--- src/rtl/final_fifo_link_tx.sv ---
// final_fifo_link_tx
// Transmit end of the inter-FPGA final-FIFO link. Each accepted message is sent
// as one header flit carrying local status, followed by FLITS payload slices
// (LSB first, zero padded). When no message is pending and the local status
// differs from what was last sent, a single status flit goes out instead.
// Flow control is credit based against the receiver's message buffer.
//
// Ports:
//   clk, reset          clock; asynchronous active-high reset
//   msg_in_data/valid   message from the local final FIFO
//   msg_in_ready        message accepted on valid && ready at posedge
//   has_message_flying  local status bit (flit bit 0)
//   has_odd_clusters    local status bit (flit bit 1)
//   link_data/valid     registered flit to the other FPGA, no backpressure
//   credit_return       one-cycle pulse per message freed by the receiver
//   busy                state machine is not idle
//   credit_error        sticky: credit returned while the counter was full
module final_fifo_link_tx #(
  parameter int unsigned MSG_WIDTH  = 17,
  parameter int unsigned LINK_WIDTH = 8,
  parameter int unsigned CREDITS    = 4
) (
  input  logic                  clk,
  input  logic                  reset,
  input  logic [MSG_WIDTH-1:0]  msg_in_data,
  input  logic                  msg_in_valid,
  output logic                  msg_in_ready,
  input  logic                  has_message_flying,
  input  logic                  has_odd_clusters,
  output logic [LINK_WIDTH-1:0] link_data,
  output logic                  link_valid,
  input  logic                  credit_return,
  output logic                  busy,
  output logic                  credit_error
);

  localparam int unsigned FLITS  = (MSG_WIDTH + LINK_WIDTH - 1) / LINK_WIDTH;
  localparam int unsigned SHW    = FLITS * LINK_WIDTH;
  localparam int unsigned BEAT_W = (FLITS > 1) ? $clog2(FLITS) : 1;
  localparam int unsigned CRED_W = $clog2(CREDITS + 1);

  localparam logic [BEAT_W-1:0] LAST_BEAT = BEAT_W'(FLITS - 1);
  localparam logic [CRED_W-1:0] CRED_MAX  = CRED_W'(CREDITS);

  localparam logic [1:0] TYPE_HDR    = 2'b10;
  localparam logic [1:0] TYPE_STATUS = 2'b01;

  typedef enum logic [1:0] {
    StIdle,
    StHdr,
    StPayload,
    StStatus
  } state_e;

  state_e                  state_q, state_d;
  logic [LINK_WIDTH-1:0]   link_data_q, link_data_d;
  logic                    link_valid_q, link_valid_d;
  logic [SHW-1:0]          shreg_q, shreg_d;
  logic [BEAT_W-1:0]       beat_q, beat_d;
  logic [CRED_W-1:0]       credits_q, credits_d;
  logic [1:0]              last_status_q, last_status_d;
  logic [1:0]              pend_status_q, pend_status_d;
  logic                    credit_error_q, credit_error_d;

  logic [1:0] status;
  logic       handshake;

  // Control flit: type in the top two bits, status in bits [1:0], rest zero.
  function automatic logic [LINK_WIDTH-1:0] make_flit(input logic [1:0] ftype,
                                                      input logic [1:0] st);
    logic [LINK_WIDTH-1:0] f;
    f = '0;
    f[LINK_WIDTH-1 -: 2] = ftype;
    f[1:0] = st;
    return f;
  endfunction

  assign status    = {has_odd_clusters, has_message_flying};
  // Ready is gated by reset so nothing can be accepted while reset is held.
  assign msg_in_ready = !reset && (state_q == StIdle) && (credits_q != '0);
  assign handshake    = msg_in_valid && msg_in_ready;
  assign busy         = (state_q != StIdle);

  assign link_data    = link_data_q;
  assign link_valid   = link_valid_q;
  assign credit_error = credit_error_q;

  // Flit sequencing. Link outputs are loaded on the edge that leaves each
  // state, so the header is visible the cycle after the handshake and the
  // status flit the cycle after STATUS is occupied.
  always_comb begin
    state_d       = state_q;
    link_data_d   = '0;
    link_valid_d  = 1'b0;
    shreg_d       = shreg_q;
    beat_d        = beat_q;
    last_status_d = last_status_q;
    pend_status_d = pend_status_q;

    unique case (state_q)
      StIdle: begin
        if (handshake) begin
          // A message wins over a status change; the header carries it.
          shreg_d       = SHW'(msg_in_data);
          link_data_d   = make_flit(TYPE_HDR, status);
          link_valid_d  = 1'b1;
          last_status_d = status;
          state_d       = StHdr;
        end else if (status != last_status_q) begin
          // Capture now so changes while busy cannot alter this flit.
          pend_status_d = status;
          state_d       = StStatus;
        end
      end
      StHdr: begin
        link_data_d  = shreg_q[LINK_WIDTH-1:0];
        link_valid_d = 1'b1;
        shreg_d      = shreg_q >> LINK_WIDTH;
        beat_d       = '0;
        state_d      = StPayload;
      end
      StPayload: begin
        if (beat_q == LAST_BEAT) begin
          state_d = StIdle;
        end else begin
          link_data_d  = shreg_q[LINK_WIDTH-1:0];
          link_valid_d = 1'b1;
          shreg_d      = shreg_q >> LINK_WIDTH;
          beat_d       = beat_q + BEAT_W'(1);
        end
      end
      StStatus: begin
        link_data_d   = make_flit(TYPE_STATUS, pend_status_q);
        link_valid_d  = 1'b1;
        last_status_d = pend_status_q;
        state_d       = StIdle;
      end
      default: state_d = StIdle;
    endcase
  end

  // Credit accounting. A simultaneous take and return cancel out; a return
  // with the counter already full saturates and flags a protocol error.
  always_comb begin
    credits_d      = credits_q;
    credit_error_d = credit_error_q;

    if (credit_return && (credits_q == CRED_MAX)) begin
      credit_error_d = 1'b1;
    end

    case ({handshake, credit_return})
      2'b10:   credits_d = credits_q - CRED_W'(1);
      2'b01:   if (credits_q != CRED_MAX) credits_d = credits_q + CRED_W'(1);
      default: credits_d = credits_q;
    endcase
  end

  always_ff @(posedge clk or posedge reset) begin
    if (reset) begin
      state_q        <= StIdle;
      link_data_q    <= '0;
      link_valid_q   <= 1'b0;
      shreg_q        <= '0;
      beat_q         <= '0;
      credits_q      <= CRED_MAX;
      last_status_q  <= 2'b00;
      pend_status_q  <= 2'b00;
      credit_error_q <= 1'b0;
    end else begin
      state_q        <= state_d;
      link_data_q    <= link_data_d;
      link_valid_q   <= link_valid_d;
      shreg_q        <= shreg_d;
      beat_q         <= beat_d;
      credits_q      <= credits_d;
      last_status_q  <= last_status_d;
      pend_status_q  <= pend_status_d;
      credit_error_q <= credit_error_d;
    end
  end

endmodule

--- config.mk ---
export PLATFORM = sky130hd
export DESIGN_NAME = final_fifo_link_tx
export DESIGN_NICKNAME = d
export VERILOG_FILES = /design/src/rtl/final_fifo_link_tx.sv
export SDC_FILE = /design/constraint.sdc
export NUM_CORES = 1
export LEC_CHECK = 0
export BUFFER_PORTS_ARGS = -buffer_cell sky130_fd_sc_hd__buf_4
export CORE_ASPECT_RATIO = 1.4
export CORE_MARGIN = 3
export CORE_UTILIZATION = 25
export CTS_BUF_LIST = sky130_fd_sc_hd__clkbuf_4 sky130_fd_sc_hd__clkbuf_8
export DETAILED_ROUTE_END_ITERATION = 16
export PLACE_DENSITY = 0.46
export SLEW_MARGIN = 20
export SYNTH_ARGS = -nofsm -noshare
export SYNTH_HDL_FRONTEND = slang
export SYNTH_SLANG_ARGS = --single-unit
--- constraint.sdc ---
create_clock -name clk -period 3.4 [get_ports clk]
set_clock_uncertainty 0.2 [all_clocks]
set_input_delay 0 -clock clk [delete_from_list [all_inputs] [get_ports clk]]
set_output_delay 0 -clock clk [all_outputs]
set_load 0.005 [all_outputs]
==> metrics.yaml <==
total_grt_overflow: 0
hold_end: "credits_q[0]$_DFFE_PP0P_"
period_share_pct: 85.8
setup-tns-final_ns: 0
start_util_pct: 26.4
grt_max_degree: 25
dpl.hpwl_mm: 2.86
clkPwrFrac_pct: 18.1
worst-r2r-cell-count: 8
run_status: "complete, no violations"
timing.final.setup_violations: 0
first_global_vias: 1436
hold_viol: 0
worst-setup-path-type: "flip-flop to flip-flop"
hold_path_class: "input pin to flip-flop"
leakagePower_nw: 1.26
fp.coreArea_um2: 7550
timing.max_cap.violations: 0
cts.root.buffer_cell: "sky130_fd_sc_hd__clkbuf_8"
crit_required_ns: 3.38
drive_above_1_share_pct: 36.8
dr_total_vias: 1385
final.min_clock_period_ns: 2.92
ys_types: 38
synthToLayoutAreaGrowth_pct: 35.9
synth_area_per_cell_um2: 12.2
cts_tree: "built"
clkSinkCount: 38
critical_path.max_fanout: 5
cp-start-kind: "flip-flop"
maxClockFrequency_mhz: 343
crit_start: "state_q[0]$_DFFE_PP0P_"
cp-end-kind: "flip-flop"
dpl_cell_area_um2: 2350
synth.net_count: 193
rsz0062_at_grt: "no"
power_per_cell_area_nw_per_um2: 947
max_stage_delay_ns: 0.55
power_switching_mw: 0.864
synth_sequential_area_ratio_pct: 47.8
slew_limit_headroom_pct: 36.4
ctsHtreeMaxLevel: 2
post-synth-top-area-fraction_pct: 46.5
fin_ws_ns: 0.484
die_w_um: 81.4
worst_reg2reg_setup_slack_ns: 0.48
std_cell_rows: 37
critical_path_arrival_ns: 2.90
antenna_cell_count: 0
yosysTopAreaCell: "sky130_fd_sc_hd__dfrtp_1"
post_synthesis_instance_area_um2: 1990
cts_post_setup_buffers_inserted: 0
drt_drc_violations_left: 0
port-buffer-count: 34
post_drt_via_cell_ratio: 4.33
max_slew.worst_pin.slew_ns: 0.953
finalWirelength_mm: 4.09
synth.ff_latch_count: 38
worst_hold_slack_across_all_endpoints_ns: 0.0253
floorplan.io_pins: 35
vdd.ir_drop.worst_mv: 0.337
die_height_um: 112
drtPass1Iterations: 4
power.share.combinational_pct: 50.5
fin_cells: 320
crit_chain: "inv_1, ha_1, nand3b_2, o21ai_1, fa_1, a32oi_1, o21ai_0, dlygate4sd3_1"
worstHoldStart: "msg_in_valid"
cell_internal_pwr_mw: 1.70
placed_cells_incl_taps: 290
clk_latency_ns: 0.29
p_sw_share_pct: 33.7
hold_path_depth: 5
groute.usage.overall_pct: 9.76
die-area_um2: 9090
gpl.final_weighted_congestion: 0.718
postSynthCellCount: 163
cts-root-to-sink-buffers: 2
drtAntennaViolNets: 0
cts-buffers-inserted: 5
reg_to_reg_endpoint: "credits_q[1]$_DFFE_PP0P_"
ys_warn_count: 0
grt_antenna_before_repair: 0
yosys-top-cells-area: "sky130_fd_sc_hd__dfrtp_1 (46%), sky130_fd_sc_hd__mux2_2 (11%), sky130_fd_sc_hd__mux2_4 (7.5%)"
route.detailed.wl_per_inst_um: 12.8
wire_length_of_the_first_global_routing_pass_mm: 6.82
pre_cts_slack_ns: 1.05
clkTransAtPathRegs_ns: 0.08
p_seq_share_pct: 31.4
finish.net_count: 252
layout.cell_area.non_filler_um2: 2710
drt_iter0_drc: 51
crit_slowest_cell: "sky130_fd_sc_hd__dlygate4sd3_1"
cts_resized: 0
reg2reg_from: "state_q[0]$_DFFE_PP0P_"
number_of_max_slew_violations_in_the_final_report: 0
[repair_timing]
| action | 4_1_cts | 5_1_grt |
|---|---|---|
| hold buffers | 22 | 0 |
| setup endpoints to repair | 0 | 0 |
| endpoints found under the hold margin | 49 | 0 |
[flip-flops by register name (all words and copies together), names as in the netlist, 2 cells and up]
register	count
last_status_q	2
link_data	8
beat_q	2
state_q	2
shreg_q	17
pend_status_q	2
credits_q	3
[area by class of cell]
type	instances	area, um2
fill	760	4840
multi-input combinational	109	968
sequential	38	952
timing repair buffer	58	490
tap	97	121
clock buffer	5	68.8
clock inverter	3	68.8
inverter	10	37.5
[power groups by stage]
| stage | clock, mW | combinational (mW) | sequential [mW] |
|---|---|---|---|
| 2_1_floorplan | 0 | 1.03 | 0.770 |
| 3_3_place_gp | 0 | 1.28 | 0.811 |
| 3_5_place_dp | 0 | 1.28 | 0.814 |
| 4_1_cts | 0.476 | 1.33 | 0.806 |
| 5_1_grt | 0.498 | 1.43 | 0.835 |
| 6_report | 0.463 | 1.30 | 0.806 |
[worst max-delay path by stage]
stage                     cells past startpoint  slack [ns]                  endpoint
after floorplan                               7        1.21  credits_q[1]$_DFFE_PP0P_
after CTS                                     8        0.48  credits_q[1]$_DFFE_PP0P_
after global placement                        7        1.11  credits_q[1]$_DFFE_PP0P_
final                                         8        0.48  credits_q[1]$_DFFE_PP0P_
after global routing                          8        0.24  credits_q[1]$_DFFE_PP0P_
after detailed placement                      7        1.05  credits_q[1]$_DFFE_PP0P_
[cell usage in the layout (no fill, tap or decap), types with 4 or more instances in the layout]
| cell type | instances |
|---|---|
| sky130_fd_sc_hd__dfrtp_1 | 37 |
| sky130_fd_sc_hd__nor2_1 | 7 |
| sky130_fd_sc_hd__nor2b_1 | 10 |
| sky130_fd_sc_hd__mux2_4 | 10 |
| sky130_fd_sc_hd__and2_1 | 7 |
| sky130_fd_sc_hd__nor3_1 | 6 |
| sky130_fd_sc_hd__ha_1 | 6 |
| sky130_fd_sc_hd__buf_4 | 36 |
| sky130_fd_sc_hd__a21oi_1 | 4 |
| sky130_fd_sc_hd__clkbuf_8 | 5 |
| sky130_fd_sc_hd__mux2_2 | 20 |
| sky130_fd_sc_hd__dlygate4sd3_1 | 22 |
| sky130_fd_sc_hd__inv_1 | 10 |
| sky130_fd_sc_hd__xnor2_1 | 4 |
| sky130_fd_sc_hd__o21ai_0 | 4 |
[metrics by stage]
| step | total power, mW | utilization (%) |
|---|---|---|
| 3_3_place_gp | 2.09 | 31.1 |
| 5_1_grt | 2.76 | 35.9 |
| 3_5_place_dp | 2.10 | 31.1 |
| 2_1_floorplan | 1.80 | - |
| 6_report | 2.57 | 35.9 |
| 4_1_cts | 2.61 | 35.9 |
[cells by family (layout without fill, tap and decap cells)]
family / after synthesis / count (layout) / synth area share (%)
AO/OA/AOI/OAI: 26 / 26 / 10.7
XOR/XNOR: 4 / 4 / 1.76
adder cells (fa/ha/maj): 7 / 7 / 4.77
buffers and inverters: 16 / 76 / 3.58
flip-flops: 38 / 38 / 47.8
multiplexers: 31 / 31 / 19.3
AND/OR/NAND/NOR: 41 / 41 / 12.0
[critical path: cells and delay by family, from the launching register on]
kind	cells	cell delay, ns
buf+inv	2	0.67
flops	1	0.41
simple gates	1	0.17
fa+ha+maj	2	0.83
compound gates	3	0.51
[synth_stat cells (all sizes together)]
| cell | instances |
|---|---|
| a21o | 3 |
| clkbuf | 2 |
| dfrtp | 37 |
| or2 | 1 |
| nor2b | 10 |
| o311ai | 1 |
| nand3b | 1 |
| nor2 | 8 |
| mux2i | 1 |
| dfstp | 1 |
| a221o | 2 |
| ha | 6 |
| fa | 1 |
| a22oi | 1 |
| a22o | 2 |
| a32oi | 1 |
| o2bb2ai | 1 |
| o21ai | 6 |
| nand2 | 3 |
| inv | 10 |
| or3 | 1 |
| xnor2 | 4 |
| mux2 | 30 |
| a221oi | 1 |
| a31o | 1 |
| nor3 | 7 |
| nand2b | 3 |
| o22ai | 1 |
| and2 | 7 |
| a21oi | 4 |
| a311oi | 2 |
| buf | 4 |
[routing by layer]
layer	GRT usage [%]	routed length (um)
met3	2.43	168
met1	11.9	1850
met2	16.2	2010
met4	3.72	57
met5	0	0
Power figures use the tool's default switching activity.
